===== src/rtl/dpram_param_clr.sv =====
// ---------------------------------------------------------------------------
// dpram_param_clr
//   Parametrised dual-port distributed RAM for palette / scanline / sprite
//   buffers in the video path. Port A reads and writes, port B is read-only,
//   both run on a single clock. A built-in sequential clear engine writes
//   CLR_VALUE to every word, either after reset (CLR_ON_RST=1) or on request.
//
// Parameters
//   DATA_WIDTH  word width in bits (1..64)
//   ADDR_WIDTH  address bits, depth = 2**ADDR_WIDTH (2..8)
//   OUT_REG     0 = asynchronous read, 1 = registered read (1-cycle latency)
//   WR_FIRST    OUT_REG=1 only: 1 = write-first bypass, 0 = read-first
//   CLR_ON_RST  1 = run the clear sequence after reset
//   CLR_VALUE   value written by the clear engine
//
// Ports
//   clk      in   clock, all state on rising edge
//   rst      in   synchronous reset, active-low
//   clr_req  in   1-cycle pulse: start clear sequence (ignored while busy)
//   busy     out  high while the clear sequence runs
//   addr_a   in   port A address
//   wren_a   in   port A write enable (dropped while busy)
//   din_a    in   port A write data
//   dout_a   out  port A read data
//   rden_b   in   port B read enable (registered mode only)
//   addr_b   in   port B address
//   dout_b   out  port B read data
// ---------------------------------------------------------------------------
module dpram_param_clr #(
  parameter int unsigned            DATA_WIDTH = 30,
  parameter int unsigned            ADDR_WIDTH = 4,
  parameter int unsigned            OUT_REG    = 0,
  parameter int unsigned            WR_FIRST   = 1,
  parameter int unsigned            CLR_ON_RST = 1,
  parameter logic [DATA_WIDTH-1:0]  CLR_VALUE  = '0
) (
  input  logic                  clk,
  input  logic                  rst,
  input  logic                  clr_req,
  output logic                  busy,
  input  logic [ADDR_WIDTH-1:0] addr_a,
  input  logic                  wren_a,
  input  logic [DATA_WIDTH-1:0] din_a,
  output logic [DATA_WIDTH-1:0] dout_a,
  input  logic                  rden_b,
  input  logic [ADDR_WIDTH-1:0] addr_b,
  output logic [DATA_WIDTH-1:0] dout_b
);

  localparam int unsigned           DEPTH     = 1 << ADDR_WIDTH;
  localparam logic [ADDR_WIDTH-1:0] LAST_ADDR = '1;

  typedef enum logic {
    ST_IDLE  = 1'b0,
    ST_CLEAR = 1'b1
  } state_t;

  state_t                  r_state;
  state_t                  w_state_nxt;
  logic [ADDR_WIDTH-1:0]   r_clr_cnt;
  logic [ADDR_WIDTH-1:0]   w_clr_cnt_nxt;
  logic                    w_busy;

  logic [DATA_WIDTH-1:0]   r_mem [DEPTH];
  logic [DATA_WIDTH-1:0]   w_rd_a;
  logic [DATA_WIDTH-1:0]   w_rd_b;

  // -------------------------------------------------------------------------
  // Clear engine FSM
  // -------------------------------------------------------------------------
  always_ff @(posedge clk) begin
    if (!rst) begin
      r_state   <= (CLR_ON_RST != 0) ? ST_CLEAR : ST_IDLE;
      r_clr_cnt <= '0;
    end else begin
      r_state   <= w_state_nxt;
      r_clr_cnt <= w_clr_cnt_nxt;
    end
  end

  always_comb begin
    w_state_nxt   = r_state;
    w_clr_cnt_nxt = r_clr_cnt;
    w_busy        = 1'b0;
    case (r_state)
      ST_IDLE: begin
        if (clr_req) begin
          w_state_nxt = ST_CLEAR;
        end
      end
      ST_CLEAR: begin
        w_busy = 1'b1;
        // Counter wraps to zero on the last word, so it is ready for the
        // next sequence without a separate reload.
        w_clr_cnt_nxt = r_clr_cnt + 1'b1;
        if (r_clr_cnt == LAST_ADDR) begin
          w_state_nxt = ST_IDLE;
        end
      end
      default: begin
        w_state_nxt   = ST_IDLE;
        w_clr_cnt_nxt = '0;
      end
    endcase
  end

  assign busy = w_busy;

  // -------------------------------------------------------------------------
  // Storage: the clear engine owns the single write port while busy, user
  // writes are dropped during that time.
  // -------------------------------------------------------------------------
  always_ff @(posedge clk) begin
    if (w_busy) begin
      r_mem[r_clr_cnt] <= CLR_VALUE;
    end else if (wren_a) begin
      r_mem[addr_a] <= din_a;
    end
  end

  assign w_rd_a = r_mem[addr_a];
  assign w_rd_b = r_mem[addr_b];

  // -------------------------------------------------------------------------
  // Read paths
  // -------------------------------------------------------------------------
  generate
    if (OUT_REG == 0) begin : g_async
      logic w_unused_rden_b;
      assign w_unused_rden_b = rden_b;

      assign dout_a = w_busy ? CLR_VALUE : w_rd_a;
      assign dout_b = w_busy ? CLR_VALUE : w_rd_b;
    end else begin : g_sync
      logic [DATA_WIDTH-1:0] r_dout_a;
      logic [DATA_WIDTH-1:0] r_dout_b;
      logic                  w_byp_a;
      logic                  w_byp_b;

      // The array read happens before the non-blocking write lands, so the
      // unbypassed path is naturally read-first.
      assign w_byp_a = (WR_FIRST != 0) && wren_a;
      assign w_byp_b = (WR_FIRST != 0) && wren_a && (addr_b == addr_a);

      always_ff @(posedge clk) begin
        if (!rst || w_busy) begin
          r_dout_a <= CLR_VALUE;
          r_dout_b <= CLR_VALUE;
        end else begin
          r_dout_a <= w_byp_a ? din_a : w_rd_a;
          if (rden_b) begin
            r_dout_b <= w_byp_b ? din_a : w_rd_b;
          end
        end
      end

      assign dout_a = r_dout_a;
      assign dout_b = r_dout_b;
    end
  endgenerate

endmodule

===== config.mk =====
export PLATFORM = sky130hd
export DESIGN_NAME = dpram_param_clr
export DESIGN_NICKNAME = d
export VERILOG_FILES = /design/src/rtl/dpram_param_clr.sv
export SDC_FILE = /design/constraint.sdc
export NUM_CORES = 1
export LEC_CHECK = 0
export BUFFER_PORTS_ARGS = -buffer_cell sky130_fd_sc_hd__buf_4
export CORE_ASPECT_RATIO = 1.25
export CORE_UTILIZATION = 56
export DETAILED_ROUTE_END_ITERATION = 10
export PLACE_DENSITY = 0.77
export SETUP_SLACK_MARGIN = 0.4
export SLEW_MARGIN = 20
export SYNTH_ARGS = -nofsm -noshare
export SYNTH_HDL_FRONTEND = slang
export SYNTH_SLANG_ARGS = --single-unit

===== constraint.sdc =====
create_clock -name clk -period 2.8 [get_ports clk]
set_input_delay 0.28 -clock clk [delete_from_list [all_inputs] [get_ports clk]]
set_output_delay 0.28 -clock clk [all_outputs]
set_load 0.005 [all_outputs]

# After elaboration in Yosys (flattened, before gate mapping)
# Memory sizes are Yosys's and may differ from the RTL's.
# Index checks and enable logic that the tools add are counted.
# word_totals
register_bits,5
mem_bits_rw,480
wordCells,21
memories,1
# memory_table
memory,depth,width,rd,rd_ports_with_merged_regs,wr,line,source
r_mem,16,30,2,0,1,64,logic [DATA_WIDTH-1:0] r_mem [DEPTH];
# classes
addsub,1
n_eq_ne,1
muxes,14
bitwise,1
n_reduce_logical,1
# op_table
op,n
2-to-1 mux 30 bit,3
OR reduction 30 bit,1
2-to-1 mux 1 bit,9
"adder 4 x 1 -> 4 bit, second input constant",1
"== test 4 bit, second input constant",1
2-to-1 mux 4 bit,1
case mux 1 bit (2 select lines),1
NOT 1 bit,1

# Longest topological paths before layout
# Gate-level depths: netlist of run 1.
# logic_depth
word_depth,5
mapped_depth,8

# Worst setup path after synthesis of run 1
# OpenSTA, ideal clock, no wires.
# synth_path
path_type,reg2reg
startpoint,register r_state
endpoint,memory r_mem[9][0] (enable)
setup_ps,417
arrival_time_ps,2386
setup_slack_ps,-3
path_stages_with_launch,6
synth_period_minus_slack_ps,2803
path_cell_list,dfxtp_1 buf_2 clkbuf_1 nand2_1 o32a_1 nor2_1
# synth_via
elab_chain_len,5
# synth_rtl
element,line,source
"start, declared",58,state_t r_state;
"start signal, assigned",73,r_state <= (CLR_ON_RST != 0) ? ST_CLEAR : ST_IDLE;
"start signal, assigned",76,r_state <= w_state_nxt;
2-to-1 mux 1 bit (*),85,case (r_state)
2-to-1 mux 1 bit,114,if (w_busy) begin
2-to-1 mux 1 bit (implied by the code),117,r_mem[addr_a] <= din_a;
OR reduction 30 bit (no line),--,
2-to-1 mux 4 bit (no line) / 2-to-1 mux 1 bit (equally long branches),--,
"end, declared",64,
# Every way passes the cells marked *; elsewhere a longest branch is shown, timed or not.

==> metrics.yaml, run 1 <==
critical_path:
  arrival_ps: 2160
  crit_type: "flop to output pin"
  cp-endpoint: "dout_b[16]"
  crit_start: "r_mem[3][16]$_DFFE_PP_"
  r2r_cells: 5
  r2r_end: "r_mem[8][11]$_DFFE_PP_"
  cp_max_fo: 2
  r2r-start: "r_state$_SDFF_PN1_"
  worstSetupEndpointType: "output pin"
  critical_path_required_ps: 2520
  worst-r2r-setup-slack_ps: 500
  start_kind: "flop"
synth:
  ys_seq_area_share_pct: 63.0
  ys_types: 38
  yosys_most_used_dff: "edfxtp_1"
  syn_nets: 1446
  synth_edf_count: 480
  synthArstFlopShare_pct: 0
  syn_inst: 1402
  synth_area_mm2: 0.0230
  synth_seq_cells: 485
  avgSynthCellArea_um2: 16.4
  yosysWarnings: 0
global_routing:
  gr-total-overflow: 0
  grt_pass1_wl_um: 88300
  grt_max_degree: 51
  grt_pass1_vias: 14700
  grt_usage_pct: 28.8
  grt_antenna_before_repair: 1
floorplan:
  chipHeight_um: 229
  dieWidth_um: 183
  ios: 104
  rows: 82
  initial_core_util_pct: 57.1
  core_mm2: 0.0403
  dieArea_mm2: 0.0419
routing:
  antenna_left: 0
  drt_iter0_markers: 1478
  num_vias: 14200
  routed_wl_um: 59800
  viasPerCell: 6.76
  drt-pass1-iter-count: 5
  drc: 0
  wl_per_cell_um: 28.4
placement:
  placed_cell_area_mm2: 0.0248
  placed_cells: 2023
  gp_congestion: 0.834
  io_buffers: 102
  post-dp-hpwl_um: 36400
min_path:
  hold_depth: 2
  hold_path_class: "input port to flop"
sta:
  rsz0062_at_grt: "yes"
  worstMarginPinSlew_ps: 1070
  fin_crit_sh_pct: 87.0
  post-route-min-period_ps: 2440
  relSlewSlack_pct: 28.3
  fmax_mhz: 410
  setup_viol: 0
  hold_violations: 0
  skew_ps: 22.9
  fin_hold_ws_ps: 320
  finalMaxSlewViolations: 0
  fin_tns_setup_ps: 0
power:
  internal_power_mw: 11.7
  power_frac_seq_pct: 54.0
  p_leak_nw: 9.85
  power_mw: 15.0
  clkPwrFrac_pct: 37.8
  powerDensity_mw_per_mm2: 570
  p_sw_share_pct: 22.3
  combPwrFrac_pct: 8.1
  vdd_drop_max_mv: 0.530
  p_sw_mw: 3.35
clocking:
  clk_path_buf_depth: 3
  clkTransAtPathRegs_ps: 60
  cts_sinks: 485
  cts_tree: "done"
  root_buffer: "clkbuf_16"
  htreeDepth: 2
  clk_latency_ps: 570
  cts_made_buffers: 46
flow_run:
  maxCapViolations: 0
run_status:
  status: "complete, no violations"
finish:
  area_growth_pct: 14.3
  drive_above_1_share_pct: 25.8
  nNetsFinal: 1573
  fin_cells: 2109
  final_area_mm2: 0.0263
-- power groups by stage --
stage,clock (mW),combinational [mW],sequential (mW)
floorplan,0,0.823,8.24
global placement,0,1.17,8.25
detailed placement,0,1.19,8.26
CTS,5.71,1.20,8.11
global route,5.98,1.28,8.12
finish,5.68,1.22,8.11
-- layout make-up --
class / count / area (um2)
antenna: 1 / 2.50
clock buffer: 57 / 1190
clock inverter: 24 / 143
fill: 2749 / 14000
inverter: 4 / 15.0
multi-input combinational: 802 / 8080
sequential: 485 / 14500
tap: 546 / 683
timing repair buffer: 190 / 1700
-- Yosys cell counts (2+ instances only) --
cell        n  area (um2)
nand2_1    61         229
nor2_1     19        71.3
buf_6      15         169
clkbuf_1   49         184
dfxtp_1     5         100
a31oi_1     6        37.5
buf_8       2        30.0
nor2b_1    15        93.8
a22oi_1   102         766
inv_1       4        15.0
mux2i_1   297        2970
mux4_1      3        78.8
o22ai_1    31         194
mux2_2     18         203
or2_2       3        18.8
xnor2_1     2        17.5
o21ai_0    47         235
a221oi_1   30         263
buf_12      2        40.0
a21oi_1     3        15.0
o32ai_1     9        78.8
buf_2      16        80.1
o211ai_1    2        15.0
nand2b_1    3        18.8
and2_1     35         219
edfxtp_1  480       14400
nor3b_1     3        22.5
o21ai_1    11        55.1
mux4_2     94        2120
buf_4      27         203
-- state kept, by name, indices dropped and copies added, names as in the netlist --
register / flops
r_mem: 480
r_clr_cnt: 4
r_state: 1
-- per-layer routing --
metal,share of wire (%),vias to the layer above,global-route usage (%)
met5,0,-,0
met4,3.7,0,12.1
met3,9.0,161,4.53
met2,50,805,47.6
met1,37,7284,38.0
li1,-,5999,-
-- repair_timing --
item	CTS	global route
buffers inserted	1	1
resized for setup	25	27
endpoints found under the hold margin	5	0
hold buffers	2	0
setup endpoints to repair	59	49
pin swaps	1	1
-- worst min-delay path by stage --
| stage | startpoint | endpoint | slack (ps) |
|---|---|---|---|
| floorplan | rst | r_state$_SDFF_PN1_ | 340 |
| global placement | rst | r_state$_SDFF_PN1_ | 480 |
| detailed placement | rst | r_state$_SDFF_PN1_ | 480 |
| CTS | din_a[26] | r_mem[3][26]$_DFFE_PP_ | 310 |
| global route | din_a[11] | r_mem[8][11]$_DFFE_PP_ | 360 |
| finish | din_a[26] | r_mem[3][26]$_DFFE_PP_ | 320 |
-- layout by cell type, fill, tap and decap left out, drive strengths merged, types with 3 or more instances in the layout --
master,count
mux4,97
dfxtp,5
clkinv,23
nand2,61
o32ai,9
a221oi,30
nor2,20
mux2i,297
clkbuf,58
edfxtp,480
o22ai,31
a31oi,6
nor3b,3
o21ai,58
mux2,18
buf,187
nor2b,15
inv,4
a22oi,102
a21oi,3
or2,3
nand2b,3
and2,35
-- through the flow --
step	util [%]	setup WS (ps)
after CTS	65.1	354
after global routing	65.3	339
after floorplan	-	-3.06
after global placement	61.5	441
after detailed placement	61.5	395
final	65.3	364
-- worst max-delay path, stage by stage, from the launching register on --
cell	delay, ps
edfxtp_1	410
mux4_2	460
o21ai_0	330
o21ai_0	220
buf_4	180
-- logic make-up after synthesis --
group / after synthesis / synth area share [%]
XOR/XNOR: 3 / 0.114
AO/OA/AOI/OAI: 242 / 7.25
adder cells (fa/ha/maj): 1 / 0.0543
AND/OR/NAND/NOR: 144 / 3.10
multiplexers: 412 / 23.3
buffers and inverters: 115 / 3.13
flip-flops: 485 / 63.0
(Power assumes the default switching activity.)
==> run 2, diff against run 1 <==
==> constraint.sdc (replaced) <==
create_clock -name clk -period 2.2 [get_ports clk]
set_input_delay 0.22 -clock clk [delete_from_list [all_inputs] [get_ports clk]]
set_output_delay 0.22 -clock clk [all_outputs]
set_load 0.005 [all_outputs]
==> metrics.yaml, run 2 (synthesized netlist as in run 1, its figures left out) <==
run_status:
  status: "finished with violations"  # was complete, no violations
  violations: "setup timing"
critical_path:
  r2r_cells: 10  # was 5
  start_kind: "flop"  # unchanged
  worstSetupEndpointType: "output pin"  # unchanged
  critical_path_required_ps: 1980  # was 2520 ps
  arrival_ps: 2050  # was 2160 ps
  crit_start: "r_mem[12][0]$_DFFE_PP_"  # was r_mem[3][16]$_DFFE_PP_
  crit_type: "flop to output pin"  # unchanged
  cp_max_fo: 2  # unchanged
  cpMaxStageDelayCell: "mux4_2"  # unchanged
  worstPathCellList: "mux4_2, mux2i_2, o21ai_2, buf_4"  # was mux4_2, o21ai_0, o21ai_0, buf_4
  r2r-start: "r_state$_SDFF_PN1_"  # unchanged
  slowest_delay_ps: 530  # was 460 ps
clocking:
  cts_sinks: 485  # unchanged
  cts_tree: "done"  # unchanged
  htreeDepth: 2  # unchanged
  cts_made_buffers: 46  # unchanged
  clk_path_buf_depth: 3  # unchanged
  clkTransAtPathRegs_ps: 70  # was 60 ps
  clk_latency_ps: 580  # was 570 ps
  root_buffer: "clkbuf_16"  # unchanged
floorplan:
  core_mm2: 0.0403  # unchanged
  chipHeight_um: 229  # unchanged
  rows: 82  # unchanged
  dieArea_mm2: 0.0419  # unchanged
  dieWidth_um: 183  # unchanged
  ios: 104  # unchanged
  initial_core_util_pct: 57.1  # unchanged
finish:
  largest_reg_flops: 480  # unchanged
  largest_register: "r_mem"  # unchanged
  post-route-util_pct: 72.8  # was 65.3%
  area_growth_pct: 27.5  # was 14.3%
  top_regs: "r_mem: 480 flops, r_clr_cnt: 4 flops, r_state: 1 flops"  # unchanged
  drive_above_1_share_pct: 37.4  # was 25.8%
  fin_cells: 2219  # was 2,109
  nNetsFinal: 1684  # was 1,573
  diodes: 0  # was 1
  most-common-layout-cells: "edfxtp_1 (480), mux2i_1 (288), buf_4 (153)"  # was edfxtp_1 (480), mux2i_1 (297), buf_4 (163)
  mostFrequentLayoutCell: "edfxtp_1"  # unchanged
sta:
  skew_ps: 15.0  # was 22.9 ps
  post-route-min-period_ps: 2270
  finalMaxSlewViolations: 0  # unchanged
  rsz0062_at_grt: "yes"  # unchanged
  fin_crit_sh_pct: 103
  fmax_mhz: 440
  worstMarginPinSlew_ps: 945  # was 1070 ps
  hold_violations: 0  # unchanged
  relSlewSlack_pct: 36.9  # was 28.3%
  setup_viol: 20  # was 0
  fin_ws_ps: -74.3  # was 364 ps
global_routing:
  grt_pass1_wl_um: 98700  # was 88,300 um
  grt_antenna_before_repair: 0  # was 1
  grt_max_degree: 39  # was 51
  grt_usage_pct: 32.4  # was 28.8%
  gr-total-overflow: 0  # unchanged
  grt_pass1_vias: 15800  # was 14,700
min_path:
  hold_depth: 2  # unchanged
  hp-start: "din_a[28]"  # was din_a[26]
  hold_path_class: "input port to flop"  # unchanged
power:
  powerDensity_mw_per_mm2: 687  # was 570 mW/mm2
  vdd_drop_max_mv: 0.511  # was 0.530 mV
  p_leak_nw: 11.0  # was 9.85 nW
placement:
  io_buffers: 102  # unchanged
  gp_congestion: 0.826  # was 0.834
  place_ws_ps: -62.7  # was 395 ps
  post-dp-hpwl_um: 36000  # was 36,400 um
  placed_cells: 2042  # was 2,023
routing:
  routed_wl_um: 71200  # was 59,800 um
  num_vias: 15500  # was 14,200
  wl_per_cell_um: 32.1  # was 28.4 um
  drt-pass1-iter-count: 7  # was 5
  antenna_left: 0  # unchanged
  viasPerCell: 7.00  # was 6.76
  drt_iter0_markers: 2036  # was 1,478
  drc: 0  # unchanged
flow_run:
  maxCapViolations: 0  # unchanged
[run 2: final cells by class]
class | count | area (um2)
fill | 2277 | 11000
inverter | 4 | 15.0
timing repair buffer | 300 | 3850
tap | 546 | 683
clock buffer | 57 | 1260
sequential | 485 | 14500
multi-input combinational | 803 | 8850
clock inverter | 24 | 188
[run 2: worst paths after layout]
path / slack [ps] / to
min: 150 / r_mem[15][28]$_DFFE_PP_
min reg2reg: 690 / r_clr_cnt[1]$_SDFFE_PN0P_
max reg2reg: 140 / r_mem[8][13]$_DFFE_PP_
max: -70 / dout_b[0]
[run 2: what timing repair did]
item                                    4_1_cts  5_1_grt
resized for setup                           222       66
pin swaps                                    18       14
hold endpoints to repair                      5        0
gates cloned                                 11       14
buffers inserted                             43       26
hold buffers                                  2        0
endpoints found under the setup margin      558      912
[run 2: power breakdown]
| group | switching, mW | leakage, nW | internal, mW |
|---|---|---|---|
| logic | 1.10 | 5.53 | 0.903 |
| clock network | 3.46 | 0.708 | 4.39 |
| registers | 0.112 | 4.77 | 10.2 |
| total | 4.67 | 11.0 | 15.5 |
[run 2: worst max-delay path, delay by kind of cell, from the launching register on]
family | cells | cell delay (ps)
mux | 2 | 770
flops | 1 | 430
buf+inv | 1 | 150
compound gates | 1 | 120
[run 2: metrics by stage]
stage	TNS, ps	instance area, um2	total power, mW	hold WS [ps]
floorplan	0	23300	11.6	282
global placement	-16.1	25500	12.1	408
detailed placement	-62.7	25500	12.1	412
CTS	-153	28600	19.9	160
global route	-2030	29400	20.6	177
finish	-546	29400	20.2	154
[run 2: layer usage]
metal,vias up,wire length (um),track usage (%)
li1,6241,-,-
met1,7831,24800,41.3
met2,1219,35300,53.7
met3,242,7420,6.20
met4,0,3670,15.1
met5,-,0,0
